[src/rtl/vga_timing_rx_if.sv]
// ----------------------------------------------------------------------------
// vga_timing_rx_if
//   Bundle between a VGA sync source and the timing receiver.
//
//   Signals:
//     p_tick        pixel enable strobe, one clk wide (source -> receiver)
//     hsync_in      horizontal sync, active-high       (source -> receiver)
//     vsync_in      vertical sync, active-high         (source -> receiver)
//     locked        timing matches the configuration   (receiver -> source)
//     pixel_x/y     recovered column / row, 10 bit     (receiver -> source)
//     video_on      visible-area flag                  (receiver -> source)
//     h_total_meas  last measured line period, ticks   (receiver -> source)
//     v_total_meas  last measured frame period, lines  (receiver -> source)
//     timing_err    one-clk pulse on a timing check failure
//
//   Modports:
//     master  the sync source side (drives strobe and syncs)
//     slave   the receiver side (vga_timing_rx)
// ----------------------------------------------------------------------------
interface vga_timing_rx_if;
  logic       p_tick;
  logic       hsync_in;
  logic       vsync_in;
  logic       locked;
  logic [9:0] pixel_x;
  logic [9:0] pixel_y;
  logic       video_on;
  logic [9:0] h_total_meas;
  logic [9:0] v_total_meas;
  logic       timing_err;

  modport master (
    output p_tick, hsync_in, vsync_in,
    input  locked, pixel_x, pixel_y, video_on,
    input  h_total_meas, v_total_meas, timing_err
  );

  modport slave (
    input  p_tick, hsync_in, vsync_in,
    output locked, pixel_x, pixel_y, video_on,
    output h_total_meas, v_total_meas, timing_err
  );
endinterface

[src/rtl/vga_timing_rx.sv]
// ----------------------------------------------------------------------------
// vga_timing_rx
//   Receive side of a VGA sync interface. Samples hsync/vsync on the pixel
//   enable strobe, recovers pixel_x/pixel_y/video_on locally, measures the
//   line and frame periods plus both sync widths, and reports lock once the
//   measured timing has matched the configured timing for LOCK_FRAMES
//   consecutive frames.
//
//   Ports:
//     clk    system clock
//     rst_n  asynchronous reset, active-low
//     bus    vga_timing_rx_if.slave
//              in : p_tick, hsync_in, vsync_in
//              out: locked, pixel_x, pixel_y, video_on,
//                   h_total_meas, v_total_meas, timing_err
//
//   Build option:
//     VGA_RX_INSYNC_EN  when defined, hsync_in/vsync_in pass through 2-flop
//                       synchronizers (+2 clk input latency) for sources not
//                       on clk. When undefined they are sampled directly.
//
//   All state advances only on clk edges with p_tick=1, except timing_err,
//   which is a single-clk pulse.
// ----------------------------------------------------------------------------
module vga_timing_rx #(
  parameter int unsigned H_TOTAL      = 800,
  parameter int unsigned H_SYNC_START = 656,
  parameter int unsigned H_SYNC_W     = 96,
  parameter int unsigned H_DISP       = 640,
  parameter int unsigned V_TOTAL      = 525,
  parameter int unsigned V_SYNC_START = 490,
  parameter int unsigned V_SYNC_W     = 2,
  parameter int unsigned V_DISP       = 480,
  parameter int unsigned LOCK_FRAMES  = 2
) (
  input logic              clk,
  input logic              rst_n,
  vga_timing_rx_if.slave   bus
);

  localparam logic [9:0] H_TOT_C  = 10'(H_TOTAL);
  localparam logic [9:0] H_LAST_C = 10'(H_TOTAL - 1);
  localparam logic [9:0] H_SS_C   = 10'(H_SYNC_START);
  localparam logic [9:0] H_SW_C   = 10'(H_SYNC_W);
  localparam logic [9:0] H_DISP_C = 10'(H_DISP);
  localparam logic [9:0] V_TOT_C  = 10'(V_TOTAL);
  localparam logic [9:0] V_LAST_C = 10'(V_TOTAL - 1);
  localparam logic [9:0] V_SS_C   = 10'(V_SYNC_START);
  localparam logic [9:0] V_SW_C   = 10'(V_SYNC_W);
  localparam logic [9:0] V_DISP_C = 10'(V_DISP);
  localparam logic [2:0] LOCK_C   = 3'(LOCK_FRAMES);
  localparam logic [9:0] SAT_C    = 10'h3FF;

  typedef enum logic [1:0] {
    S_SEARCH = 2'd0,
    S_TRACK  = 2'd1,
    S_LOCKED = 2'd2
  } state_e;

  // --------------------------------------------------------------------------
  // Input conditioning
  // --------------------------------------------------------------------------
  logic hs_s;
  logic vs_s;

`ifdef VGA_RX_INSYNC_EN
  logic [1:0] hs_sync_q;
  logic [1:0] vs_sync_q;

  always_ff @(posedge clk or negedge rst_n) begin
    if (!rst_n) begin
      hs_sync_q <= 2'b00;
      vs_sync_q <= 2'b00;
    end else begin
      hs_sync_q <= {hs_sync_q[0], bus.hsync_in};
      vs_sync_q <= {vs_sync_q[0], bus.vsync_in};
    end
  end

  assign hs_s = hs_sync_q[1];
  assign vs_s = vs_sync_q[1];
`else
  assign hs_s = bus.hsync_in;
  assign vs_s = bus.vsync_in;
`endif

  // --------------------------------------------------------------------------
  // State
  // --------------------------------------------------------------------------
  state_e     state_q, state_d;

  logic       hs_prev_q, vs_prev_q;
  logic [9:0] x_q, x_d;
  logic [9:0] y_q, y_d;
  logic [9:0] h_per_q, h_per_d;
  logic [9:0] hw_cnt_q, hw_cnt_d;
  logic [9:0] v_per_q, v_per_d;
  logic [9:0] vw_cnt_q, vw_cnt_d;
  logic [9:0] h_meas_q, h_meas_d;
  logic [9:0] v_meas_q, v_meas_d;
  logic       h_seen_q, h_seen_d;
  logic [2:0] good_cnt_q, good_cnt_d;

  logic       locked_q, locked_d;
  logic       video_on_q, video_on_d;
  logic       timing_err_q, timing_err_d;

  // --------------------------------------------------------------------------
  // Edge detection and timing checks
  // --------------------------------------------------------------------------
  logic h_rise, h_fall, v_rise, v_fall;
  logic x_wrap;
  logic err_h_per, err_h_w, err_v_per, err_v_w;
  logic err_any;

  assign h_rise = bus.p_tick &  hs_s & ~hs_prev_q;
  assign h_fall = bus.p_tick & ~hs_s &  hs_prev_q;
  assign v_rise = bus.p_tick &  vs_s & ~vs_prev_q;
  assign v_fall = bus.p_tick & ~vs_s &  vs_prev_q;

  // An hsync rise reloads pixel_x, so it never counts as a wrap.
  assign x_wrap = bus.p_tick & ~h_rise & (x_q == H_LAST_C);

  // The line-period check is meaningless until a full line has been seen
  // since the last return to SEARCH, hence the h_seen qualifier.
  assign err_h_per = h_rise & h_seen_q & (h_per_q  != H_TOT_C);
  assign err_h_w   = h_fall &            (hw_cnt_q != H_SW_C);
  assign err_v_per = v_rise &            (v_per_q  != V_TOT_C);
  assign err_v_w   = v_fall &            (vw_cnt_q != V_SW_C);

  assign err_any = (state_q != S_SEARCH) &
                   (err_h_per | err_h_w | err_v_per | err_v_w);

  // --------------------------------------------------------------------------
  // FSM: state register
  // --------------------------------------------------------------------------
  // NOTE: asynchronous active-low reset -- rst_n is in the sensitivity list so
  // the flops clear immediately, without waiting for a clock edge.
  always_ff @(posedge clk or negedge rst_n) begin
    if (!rst_n) state_q <= S_SEARCH;
    else        state_q <= state_d;
  end

  // --------------------------------------------------------------------------
  // FSM: next state
  // --------------------------------------------------------------------------
  // NOTE: every signal assigned in an always_comb gets a default first, so no
  // path leaves it unassigned and no latch is inferred.
  always_comb begin
    state_d = state_q;
    unique case (state_q)
      S_SEARCH: if (v_rise && h_seen_q) state_d = S_TRACK;
      S_TRACK: begin
        // An error on this tick wins over a good-frame increment.
        if (err_any)
          state_d = S_SEARCH;
        else if (v_rise && (good_cnt_q + 3'd1 == LOCK_C))
          state_d = S_LOCKED;
      end
      S_LOCKED: if (err_any) state_d = S_SEARCH;
      default:  state_d = S_SEARCH;
    endcase
  end

  // --------------------------------------------------------------------------
  // FSM: outputs (registered below, so they follow the sampling tick by 1 clk)
  // --------------------------------------------------------------------------
  always_comb begin
    locked_d     = (state_d == S_LOCKED);
    video_on_d   = locked_d && (x_d < H_DISP_C) && (y_d < V_DISP_C);
    timing_err_d = err_any;
  end

  // --------------------------------------------------------------------------
  // Datapath next-state
  // --------------------------------------------------------------------------
  always_comb begin
    x_d        = x_q;
    y_d        = y_q;
    h_per_d    = h_per_q;
    hw_cnt_d   = hw_cnt_q;
    v_per_d    = v_per_q;
    vw_cnt_d   = vw_cnt_q;
    h_meas_d   = h_meas_q;
    v_meas_d   = v_meas_q;
    h_seen_d   = h_seen_q;
    good_cnt_d = good_cnt_q;

    if (bus.p_tick) begin
      // Recovered column: hsync rise re-anchors it to the sync position.
      if (h_rise)      x_d = H_SS_C;
      else if (x_wrap) x_d = 10'd0;
      else             x_d = x_q + 10'd1;

      // Recovered row: vsync rise has priority over the line advance.
      if (v_rise)      y_d = V_SS_C;
      else if (x_wrap) y_d = (y_q == V_LAST_C) ? 10'd0 : y_q + 10'd1;

      // Line period, counted from 1 on the rise tick.
      if (h_rise) begin
        h_meas_d = h_per_q;
        h_per_d  = 10'd1;
      end else if (h_per_q != SAT_C) begin
        h_per_d  = h_per_q + 10'd1;
      end

      // hsync high width; compared on the falling tick.
      if (h_rise)                         hw_cnt_d = 10'd1;
      else if (hs_s && hw_cnt_q != SAT_C) hw_cnt_d = hw_cnt_q + 10'd1;

      // Frame period in hsync rises. A coincident hsync rise belongs to the
      // frame that starts on this tick.
      if (v_rise) begin
        v_meas_d = v_per_q;
        v_per_d  = h_rise ? 10'd1 : 10'd0;
      end else if (h_rise && v_per_q != SAT_C) begin
        v_per_d  = v_per_q + 10'd1;
      end

      // vsync high width in hsync rises; compared on the falling tick.
      if (v_rise)
        vw_cnt_d = h_rise ? 10'd1 : 10'd0;
      else if (h_rise && vs_s && vw_cnt_q != SAT_C)
        vw_cnt_d = vw_cnt_q + 10'd1;

      // h_seen restarts whenever an error drops us back to SEARCH.
      if (err_any)     h_seen_d = 1'b0;
      else if (h_rise) h_seen_d = 1'b1;

      // Good-frame counter only advances in TRACK on an error-free vsync rise.
      if (state_q == S_SEARCH || state_d == S_SEARCH)
        good_cnt_d = 3'd0;
      else if (state_q == S_TRACK && v_rise)
        good_cnt_d = good_cnt_q + 3'd1;
    end
  end

  // --------------------------------------------------------------------------
  // Datapath and output registers
  // --------------------------------------------------------------------------
  // NOTE: sequential state uses non-blocking assignments so every flop samples
  // the pre-edge values, independent of statement order.
  always_ff @(posedge clk or negedge rst_n) begin
    if (!rst_n) begin
      hs_prev_q    <= 1'b0;
      vs_prev_q    <= 1'b0;
      x_q          <= 10'd0;
      y_q          <= 10'd0;
      h_per_q      <= 10'd0;
      hw_cnt_q     <= 10'd0;
      v_per_q      <= 10'd0;
      vw_cnt_q     <= 10'd0;
      h_meas_q     <= 10'd0;
      v_meas_q     <= 10'd0;
      h_seen_q     <= 1'b0;
      good_cnt_q   <= 3'd0;
      locked_q     <= 1'b0;
      video_on_q   <= 1'b0;
      timing_err_q <= 1'b0;
    end else begin
      if (bus.p_tick) begin
        hs_prev_q <= hs_s;
        vs_prev_q <= vs_s;
      end
      x_q          <= x_d;
      y_q          <= y_d;
      h_per_q      <= h_per_d;
      hw_cnt_q     <= hw_cnt_d;
      v_per_q      <= v_per_d;
      vw_cnt_q     <= vw_cnt_d;
      h_meas_q     <= h_meas_d;
      v_meas_q     <= v_meas_d;
      h_seen_q     <= h_seen_d;
      good_cnt_q   <= good_cnt_d;
      locked_q     <= locked_d;
      video_on_q   <= video_on_d;
      timing_err_q <= timing_err_d;
    end
  end

  assign bus.locked       = locked_q;
  assign bus.pixel_x      = x_q;
  assign bus.pixel_y      = y_q;
  assign bus.video_on     = video_on_q;
  assign bus.h_total_meas = h_meas_q;
  assign bus.v_total_meas = v_meas_q;
  assign bus.timing_err   = timing_err_q;

endmodule

[src/flat_wrapper.sv]
// flat-port wrapper written by rule: the top's interface ports become plain ports
module vga_timing_rx_flat 
#(
  parameter int unsigned H_TOTAL      = 800,
  parameter int unsigned H_SYNC_START = 656,
  parameter int unsigned H_SYNC_W     = 96,
  parameter int unsigned H_DISP       = 640,
  parameter int unsigned V_TOTAL      = 525,
  parameter int unsigned V_SYNC_START = 490,
  parameter int unsigned V_SYNC_W     = 2,
  parameter int unsigned V_DISP       = 480,
  parameter int unsigned LOCK_FRAMES  = 2
)
  (clk, rst_n, bus_p_tick, bus_hsync_in, bus_vsync_in, bus_locked, bus_pixel_x, bus_pixel_y, bus_video_on, bus_h_total_meas, bus_v_total_meas, bus_timing_err);
  vga_timing_rx_if bus_i ();
  input logic clk;
  input logic rst_n;
  input wire logic [$bits(bus_i.p_tick)-1:0] bus_p_tick;
  input wire logic [$bits(bus_i.hsync_in)-1:0] bus_hsync_in;
  input wire logic [$bits(bus_i.vsync_in)-1:0] bus_vsync_in;
  output wire logic [$bits(bus_i.locked)-1:0] bus_locked;
  output wire logic [$bits(bus_i.pixel_x)-1:0] bus_pixel_x;
  output wire logic [$bits(bus_i.pixel_y)-1:0] bus_pixel_y;
  output wire logic [$bits(bus_i.video_on)-1:0] bus_video_on;
  output wire logic [$bits(bus_i.h_total_meas)-1:0] bus_h_total_meas;
  output wire logic [$bits(bus_i.v_total_meas)-1:0] bus_v_total_meas;
  output wire logic [$bits(bus_i.timing_err)-1:0] bus_timing_err;
  assign bus_i.p_tick = bus_p_tick;
  assign bus_i.hsync_in = bus_hsync_in;
  assign bus_i.vsync_in = bus_vsync_in;
  assign bus_locked = bus_i.locked;
  assign bus_pixel_x = bus_i.pixel_x;
  assign bus_pixel_y = bus_i.pixel_y;
  assign bus_video_on = bus_i.video_on;
  assign bus_h_total_meas = bus_i.h_total_meas;
  assign bus_v_total_meas = bus_i.v_total_meas;
  assign bus_timing_err = bus_i.timing_err;
  vga_timing_rx #(.H_TOTAL(H_TOTAL), .H_SYNC_START(H_SYNC_START), .H_SYNC_W(H_SYNC_W), .H_DISP(H_DISP), .V_TOTAL(V_TOTAL), .V_SYNC_START(V_SYNC_START), .V_SYNC_W(V_SYNC_W), .V_DISP(V_DISP), .LOCK_FRAMES(LOCK_FRAMES)) u_core (.clk(clk), .rst_n(rst_n), .bus(bus_i));
endmodule
[config.mk]
export PLATFORM = sky130hd
export DESIGN_NAME = vga_timing_rx_flat
export DESIGN_NICKNAME = d
export VERILOG_FILES = /design/src/rtl/vga_timing_rx_if.sv /design/src/rtl/vga_timing_rx.sv /design/src/flat_wrapper.sv
export SDC_FILE = /design/constraint.sdc
export NUM_CORES = 1
export LEC_CHECK = 0
export CORE_MARGIN = 2
export CORE_UTILIZATION = 51
export DETAILED_ROUTE_END_ITERATION = 8
export PLACE_DENSITY_LB_ADDON = 0.08
export SYNTH_ARGS = -nofsm -noshare
export SYNTH_HDL_FRONTEND = slang
export SYNTH_SLANG_ARGS = --single-unit
[constraint.sdc]
create_clock -name clk -period 2.3 [get_ports clk]
set_clock_uncertainty 0.05 [all_clocks]
set_input_delay 0.575 -clock clk [delete_from_list [all_inputs] [get_ports clk]]
set_output_delay 0.575 -clock clk [all_outputs]
set_load 0.05 [all_outputs]
==> results of run 1 <==
sequential cells by signal, indices dropped and copies added, names as in the netlist, 2 cells and up:
register / flops
u_core.bus.pixel_x: 10
u_core.v_per_q: 10
u_core.good_cnt_q: 3
u_core.hw_cnt_q: 10
u_core.vw_cnt_q: 10
u_core.bus.pixel_y: 10
u_core.h_per_q: 10
u_core.bus.h_total_meas: 10
u_core.bus.v_total_meas: 10
u_core.state_q: 2
worst max-delay path, stage by stage (launching register included):
cell and delay, ns:
dfrtp_2 0.36, buf_4 0.13, clkdlybuf4s50_1 0.80
synthesized netlist by cell type (3+ instances only):
cell type	n
nand4_1	18
nand3_1	23
ha_1	13
and3b_1	3
buf_1	3
dfrtp_1	91
xnor2_1	14
nand2_1	83
or3_1	5
nor2_1	57
a31oi_1	4
xor2_1	23
clkbuf_1	12
a21oi_1	8
nand2b_1	3
and4_1	4
nor4_1	5
nand3b_1	5
inv_1	14
and3_1	9
mux2i_1	6
nor3_1	9
o21ai_0	23
o21a_1	4
cells in the final DEF (no fill, tap or decap), types with 11 or more instances in the layout:
master,synthesis,layout
dfrtp_1,91,84
nand4_1,18,18
buf_4,0,60
o21ai_0,23,23
clkdlybuf4s50_1,0,37
ha_1,13,11
nand3_1,23,23
nor2_1,57,56
xnor2_1,14,14
xor2_1,23,23
nand2_1,83,82
repair_timing:
item	CTS	global route
setup endpoints to repair	7	15
hold buffers	0	0
buffers inserted	0	3
pin swaps	1	8
resized for setup	4	21
cloned	0	0
worst min path at each step:
stage / end / depth (start not counted) / slack, ns / from
detailed placement: u_core.state_q[0] / 1 / 0.41 / u_core.state_q[1]
finish: u_core.bus.pixel_y[4] / 2 / 0.14 / rst_n
floorplan: u_core.bus.h_total_meas[0] / 0 / 0.23 / rst_n
CTS: u_core.bus.pixel_y[8] / 2 / 0.16 / rst_n
global route: u_core.bus.pixel_y[4] / 2 / 0.18 / rst_n
global placement: u_core.bus.v_total_meas[4] / 2 / 0.41 / u_core.bus.v_total_meas[4]
through the flow:
| step | util | total power [mW] |
|---|---|---|
| finish | 0.679 | 4.13 |
| global route | 0.679 | 4.34 |
| CTS | 0.670 | 4.13 |
| detailed placement | 0.644 | 2.90 |
| global placement | 0.644 | 2.88 |
| floorplan | - | 2.50 |
power groups by stage:
stage | Clock (mW) | Combinational (mW) | Sequential [mW]
finish | 1.23 | 0.987 | 1.92
global route | 1.32 | 1.08 | 1.94
CTS | 1.25 | 0.970 | 1.91
detailed placement | 0 | 0.964 | 1.94
global placement | 0 | 0.942 | 1.93
floorplan | 0 | 0.333 | 2.16
cell type report:
cell class	instances	area share
multi-input combinational	362	0.386
clock buffer	11	0.0239
clock inverter	5	0.0144
tap	108	0.0228
inverter	14	0.00887
timing repair buffer	107	0.158
sequential	91	0.386
metal layers:
| metal | track usage | part of all wire | up-vias |
|---|---|---|---|
| met4 | 0.0674 | 0.013 | 0 |
| li1 | - | - | 1879 |
| met2 | 0.364 | 0.49 | 84 |
| met5 | 0 | 0 | - |
| met3 | 0.0376 | 0.039 | 15 |
| met1 | 0.309 | 0.46 | 1862 |
logic make-up (layout without fill, tap and decap cells):
kind of cell | after synthesis | in the layout | share of synthesized area
compound gates | 64 | 64 | 0.0953
xor+xnor | 37 | 37 | 0.0705
fa+ha+maj | 13 | 13 | 0.0354
buf+inv | 31 | 137 | 0.0272
flops | 91 | 91 | 0.496
mux | 8 | 8 | 0.0180
simple gates | 240 | 240 | 0.258
==> results.toml, run 1 <==
[detailed_routing]
wl_per_cell_um = 14.9
vias = 3840
drc = 0
drtIter0Drc = 124
first_pass_iters = 4
finalWirelength_um = 10400
ant_nets = 0
via_per_inst = 5.50

[outcome]
status = "complete, no violations"

[min_path]
hold_path.class = "input port to async pin"

[clock_tree]
cts_tree = "built"
h-tree-depth = 3
cts.sinks = 91
clockBufferDepth = 2
ctsRootBufferMaster = "clkbuf_8"
clock_latency_ns = 0.36
cts_buffers = 9
cts.clk_slew.worst_paths_ns = 0.09

[global_routing]
grt_pass1_vias = 3766
grt_max_degree = 58
grt_pass1_wl_um = 17700
grtUsageTotal = 0.223
globalRouteOverflowTotal = 0
antenna_found_initial = 0

[placement]
place_area_mm2 = 0.00562
hpwl_um = 7270
port_buffers = 47
dp.cells = 679
gp_congestion = 0.876
pre_cts_ws_ns = -0.310

[power_and_ir_drop]
swShare = 0.320
peakVddDrop_mv = 0.440
power_frac_clock = 0.297
p_leak_nw = 2.72
p_per_area_mw_per_mm2 = 697
combPwrFrac = 0.239
seq_power_share = 0.464
p_int_mw = 2.81
p_sw_mw = 1.32

[synthesis]
synthTopCellsByArea = "dfrtp_1 (50%), nand2_1 (6.8%), nor2_1 (4.7%)"
synth-edff-count = 0
synthArstFlopShare = 1.00
yosys_warnings = 0
seq_area_frac_synth = 0.496
yosysTopAreaCellShare = 0.496
syn_nets = 502
syn_avg_cell_area_um2 = 9.49
netlist_instances = 484
yosys_most_used_dff = "dfrtp_1"
synth_seq_cells = 91
synth_top_area_cell = "dfrtp_1"
ys_types = 59
synth_area_mm2 = 0.00459

[sta]
period_needed_ns = 2.27
grt_setup_unrepaired = "true"
worst_pin_slew_ns = 0.535
setup_tns_ns = 0
fin_ws_ns = 0.0330
post-route-period-util = 0.986
fmax_mhz = 441
finalHoldViolCount = 0
relSlewSlack = 0.642
maxSlewViolCount = 0
setup_violations = 0
hold_slack_ns = 0.140

[setup_path]
endpoint_kind = "primary output"
critical_path_class = "register to primary output"
r2r_slack_ns = 0.08
worst-r2r-cell-count = 8
worst_r2r_startpoint = "u_core.hw_cnt_q[1]"
cp-startpoint = "u_core.bus.pixel_x[6]"
critPathCapture = "bus_pixel_x[6]"
cp.arrival_ns = 1.64
start_kind = "register"
path_max_fanout = 6
r2r-end = "u_core.bus.video_on"
required_ns = 1.67

[flow_run]
cap_viol_max_count = 0

[finish]
regArea_mm2 = 0.00229
final.fill_count = 723
multi_input_area_mm2 = 0.00229
finalNonFillerCells = 698
final_nets = 603
post-route-cell-area_mm2 = 0.00593
area_growth_syn_to_layout_pct = 29.0
drive_gt1_frac = 0.188
num_antenna_cells = 0

[die]
start_util = 0.527
io_pins = 48
design.die.area_mm2 = 0.00978
rows = 34
chipWidth_um = 98.9
fp.coreArea_mm2 = 0.00872
die_h_um = 98.9
Note: power is estimated with default switching activity, not from simulation.
==> run 2, diff against run 1 <==
--- a/constraint.sdc
+++ b/constraint.sdc
@@ -3,3 +3,3 @@
 set_input_delay 0.575 -clock clk [delete_from_list [all_inputs] [get_ports clk]]
 set_output_delay 0.575 -clock clk [all_outputs]
-set_load 0.05 [all_outputs]
+set_load 0.02 [all_outputs]
==> results.toml, run 2 (synthesis results as in run 1) <==
[die]
chipWidth_um = 98.9
io_pins = 48
start_util = 0.527
design.die.area_mm2 = 0.00978
fp.coreArea_mm2 = 0.00872
die_h_um = 98.9
rows = 34

[global_routing]
grt_max_degree = 34
grtUsageTotal = 0.231
grt_pass1_vias = 3866
grt_pass1_wl_um = 18300
antenna_found_initial = 0
globalRouteOverflowTotal = 0

[placement]
gp_congestion = 0.853
hpwl_um = 7600
port_buffers = 47
place_area_mm2 = 0.00560
dp.cells = 681

[clock_tree]
cts.clk_slew.worst_paths_ns = 0.10
h-tree-depth = 3
clockBufferDepth = 2
cts.sinks = 91
cts_tree = "built"
ctsHoldBuffers = 0
cts_buffers = 9
clock_latency_ns = 0.36
ctsRootBufferMaster = "clkbuf_8"

[setup_path]
required_ns = 2.51
path_max_fanout = 3
critical_path_class = "register to register"
cp.arrival_ns = 2.53
worst-r2r-cell-count = 6
start_kind = "register"
endpoint_kind = "register"

[finish]
drive_gt1_frac = 0.187
post-route-cell-area_mm2 = 0.00589
final.fill_count = 728
finalNonFillerCells = 702
num_antenna_cells = 0
final_nets = 607
area_growth_syn_to_layout_pct = 28.3
mostFrequentLayoutCells = "dfrtp_1 (86), nand2_1 (83), buf_4 (63)"
final_common_cell = "dfrtp_1"
finalCoreUtilization = 0.676

[outcome]
violations = "setup timing"
status = "finished, violations left"

[detailed_routing]
wl_per_cell_um = 15.2
via_per_inst = 5.52
drc = 0
drtIter0Drc = 182
first_pass_iters = 5
vias = 3874
finalWirelength_um = 10700
ant_nets = 0

[power_and_ir_drop]
p_leak_nw = 2.69
p_per_area_mw_per_mm2 = 644
peakVddDrop_mv = 0.393

[sta]
grt_setup_unrepaired = "true"
relSlewSlack = 0.689
setup_violations = 1
post-route-period-util = 1.01
setup_tns_ns = -0.0171
fmax_mhz = 432
maxSlewViolCount = 0
worst_pin_slew_ns = 0.467
period_needed_ns = 2.32
fin_ws_ns = -0.0171
finalHoldViolCount = 0

[flow_run]
cap_viol_max_count = 0

[min_path]
hold_path.class = "input port to async pin"
run 2: where the power goes:
part           internal, mW  leakage, nW  switching (mW)  total, mW
Clock                 0.483       0.0956           0.550       1.03
Sequential             1.76         1.18           0.148       1.91
Combinational         0.407         1.42           0.448      0.855
Total                  2.65         2.69            1.15       3.79
run 2: worst max-delay path, stage by stage (launching register included):
cell	delay (ns)
dfrtp_2	0.42
or3_4	0.40
or4_4	0.58
nor3_4	0.22
xnor2_1	0.17
o21ai_1	0.13
a221oi_2	0.26
run 2: layer usage:
layer | part of all wire | wire length [µm] | GRT usage | up-vias
met2 | 0.49 | 5250 | 0.379 | 90
met3 | 0.040 | 424 | 0.0319 | 13
li1 | - | - | - | 1888
met5 | 0 | 0 | 0 | -
met4 | 0.015 | 165 | 0.0875 | 0
met1 | 0.45 | 4820 | 0.314 | 1883
run 2: final timing paths:
check                                            from                    endpoint  slack (ns)
hold reg to reg            u_core.bus.h_total_meas[5]  u_core.bus.h_total_meas[5]        0.43
max in group asynchronous                       rst_n           u_core.h_per_q[9]        1.47
hold / removal                                  rst_n       u_core.bus.pixel_y[4]        0.10
setup reg to reg                u_core.bus.pixel_x[5]         u_core.bus.video_on       -0.02
min in group clk           u_core.bus.h_total_meas[5]  u_core.bus.h_total_meas[5]        0.43
setup / recovery                u_core.bus.pixel_x[5]         u_core.bus.video_on       -0.02
run 2: cell type report:
type | instances | area (µm²) | share of cell area
clock inverters | 3 | 21.3 | 0.00361
clock buffers | 13 | 169 | 0.0287
multi-input cells | 362 | 2270 | 0.385
inverters | 14 | 52.6 | 0.00892
flip-flops and latches | 91 | 2280 | 0.387
well taps | 108 | 135 | 0.0229
repair buffers | 111 | 965 | 0.164
run 2: per-stage QoR:
step / hold WS (ns) / setup slack (ns) / power, mW
final: 0.104 / -0.0171 / 3.79
after global routing: 0.130 / -0.121 / 4.00
after CTS: 0.119 / 0.00959 / 3.81
after detailed placement: 0.405 / -0.319 / 2.76
after global placement: 0.402 / -0.247 / 2.73
after floorplan: 0.229 / 0.0175 / 2.34
run 2: timing repair:
action | 4_1_cts | 5_1_grt
buffers inserted | 2 | 4
setup endpoints to repair | 4 | 6
pin swaps | 4 | 6
gates resized for setup | 5 | 15
==> run 3, diff against run 2 <==
PLACE_DENSITY = 0.74   (was unset)
PLACE_DENSITY_LB_ADDON = unset   (was 0.08)
REMOVE_ABC_BUFFERS = 1   (was unset)
==> results.toml, run 3 (synthesis results as in run 1) <==
[outcome]
status = "finished, violations left"
violations = "setup timing"

[finish]
multi_input_area_mm2 = 0.00223
final.fill_count = 688
finalNonFillerCells = 706
area_growth_syn_to_layout_pct = 29.4
finalCoreUtilization = 0.681
num_antenna_cells = 0
final_common_cell = "dfrtp_1"
final_nets = 611
drive_gt1_frac = 0.171
regArea_mm2 = 0.00228
mostFrequentLayoutCells = "dfrtp_1 (91), nand2_1 (83), buf_4 (68)"

[power_and_ir_drop]
p_per_area_mw_per_mm2 = 692
p_sw_mw = 1.16
seq_power_share = 0.460
combPwrFrac = 0.208
swShare = 0.283
power_frac_clock = 0.332
peakVddDrop_mv = 0.493
p_leak_nw = 2.73
p_int_mw = 2.95

[clock_tree]
cts.sinks = 91
h-tree-depth = 3
clockBufferDepth = 2
cts.clk_slew.worst_paths_ns = 0.09
post_cts_buffers = 0
ctsHoldBuffers = 0
ctsRootBufferMaster = "clkbuf_8"
cts_tree = "built"
clock_latency_ns = 0.36
cts_buffers = 9

[placement]
pre_cts_ws_ns = -0.332
gp_congestion = 0.897
port_buffers = 47
dp.cells = 690
hpwl_um = 7480

[global_routing]
antenna_found_initial = 0
grt_busiest_layer = "met2"
grt_pass1_vias = 3925
met2_usage = 0.366
gr-usage-met1 = 0.308
grtUsageTotal = 0.228
globalRouteOverflowTotal = 0
grt_pass1_wl_um = 18200
grt_max_degree = 92
grt_use_met3 = 0.0390

[die]
io_pins = 48
chipWidth_um = 98.9
start_util = 0.527
fp.coreArea_mm2 = 0.00872
die_h_um = 98.9
rows = 34
design.die.area_mm2 = 0.00978

[sta]
relSlewSlack = 0.680
fmax_mhz = 434
setup_tns_ns = -0.00286
fin_ws_ns = -0.00286
worst_pin_slew_ns = 0.479
period_needed_ns = 2.30
post-route-period-util = 1.00
maxSlewViolCount = 0
grt_setup_unrepaired = "true"
setup_violations = 1
finalHoldViolCount = 0

[min_path]
hold_path.class = "input port to async pin"

[setup_path]
start_kind = "register"
required_ns = 2.52
cp.arrival_ns = 2.52
path_max_fanout = 3
critical_path_class = "register to register"
endpoint_kind = "register"

[detailed_routing]
finalWirelength_um = 10500
vias = 3959
via_per_inst = 5.61
ant_nets = 0
first_pass_iters = 4
drc = 0
wl_per_cell_um = 14.9
drtIter0Drc = 249

[flow_run]
cap_viol_max_count = 0
## run 3: cell types whose count changed in the layout (fill, tap and decap cells not counted), moves of 2 or more
cell,previous run,this run
buf_4,63,68
bufinv_16,0,3
dfrtp_1,86,91
dfrtp_2,5,0
inv_1,11,13
inv_2,3,1
or3b_2,0,2
or3b_4,2,0
## run 3: per-stage QoR
step           hold slack [ns]  cell area (µm²)  total power, mW
6_report                 0.177             5940             4.12
5_1_grt                  0.228             5940             4.33
4_1_cts                  0.213             5940             4.15
3_5_place_dp             0.412             5650             2.78
3_3_place_gp             0.408             5650             2.75
2_1_floorplan            0.229             4520             2.33
## run 3: worst max-delay path: stages, from the launching register on
cell and delay, ns:
dfrtp_1 0.39, or3_1 0.43, or4_1 0.60, nor3_2 0.21, mux2i_1 0.26, o21ai_1 0.11
a221oi_2 0.17
## run 3: routing by layer
layer / vias to the layer above / wire, µm
met5: - / 0
met4: 0 / 276
met3: 30 / 544
met2: 116 / 5030
met1: 1915 / 4690
li1: 1898 / -
## run 3: layout make-up
| cell class | count | area share |
|---|---|---|
| well taps | 108 | 0.0227 |
| inverters | 14 | 0.00884 |
| clock inverters | 5 | 0.0181 |
| repair buffers | 115 | 0.167 |
| multi-input cells | 362 | 0.375 |
| clock buffers | 11 | 0.0255 |
| flip-flops and latches | 91 | 0.383 |
## run 3: power groups by stage
stage / Sequential, mW / Clock (mW) / Combinational (mW)
finish: 1.89 / 1.36 / 0.857
global route: 1.92 / 1.46 / 0.948
CTS: 1.89 / 1.39 / 0.862
detailed placement: 1.92 / 0 / 0.858
global placement: 1.91 / 0 / 0.842
floorplan: 2.01 / 0 / 0.316
## run 3: final timing paths
kind                                       startpoint                    endpoint  slack, ns  depth (start not counted)
hold / removal                                  rst_n       u_core.bus.pixel_y[5]       0.18                          2
max in group asynchronous                       rst_n  u_core.bus.v_total_meas[8]       1.63                          2
min in group clk           u_core.bus.v_total_meas[7]  u_core.bus.v_total_meas[7]       0.43                          2
setup / recovery                u_core.bus.pixel_x[5]         u_core.bus.video_on     -0.003                          6
hold reg to reg            u_core.bus.v_total_meas[7]  u_core.bus.v_total_meas[7]       0.43                          2
setup reg to reg                u_core.bus.pixel_x[5]         u_core.bus.video_on     -0.003                          6
## run 3: repair_timing
action | 4_1_cts | 5_1_grt
pin swaps | 2 | 0
gates resized for setup | 6 | 5
setup endpoints to repair | 4 | 6
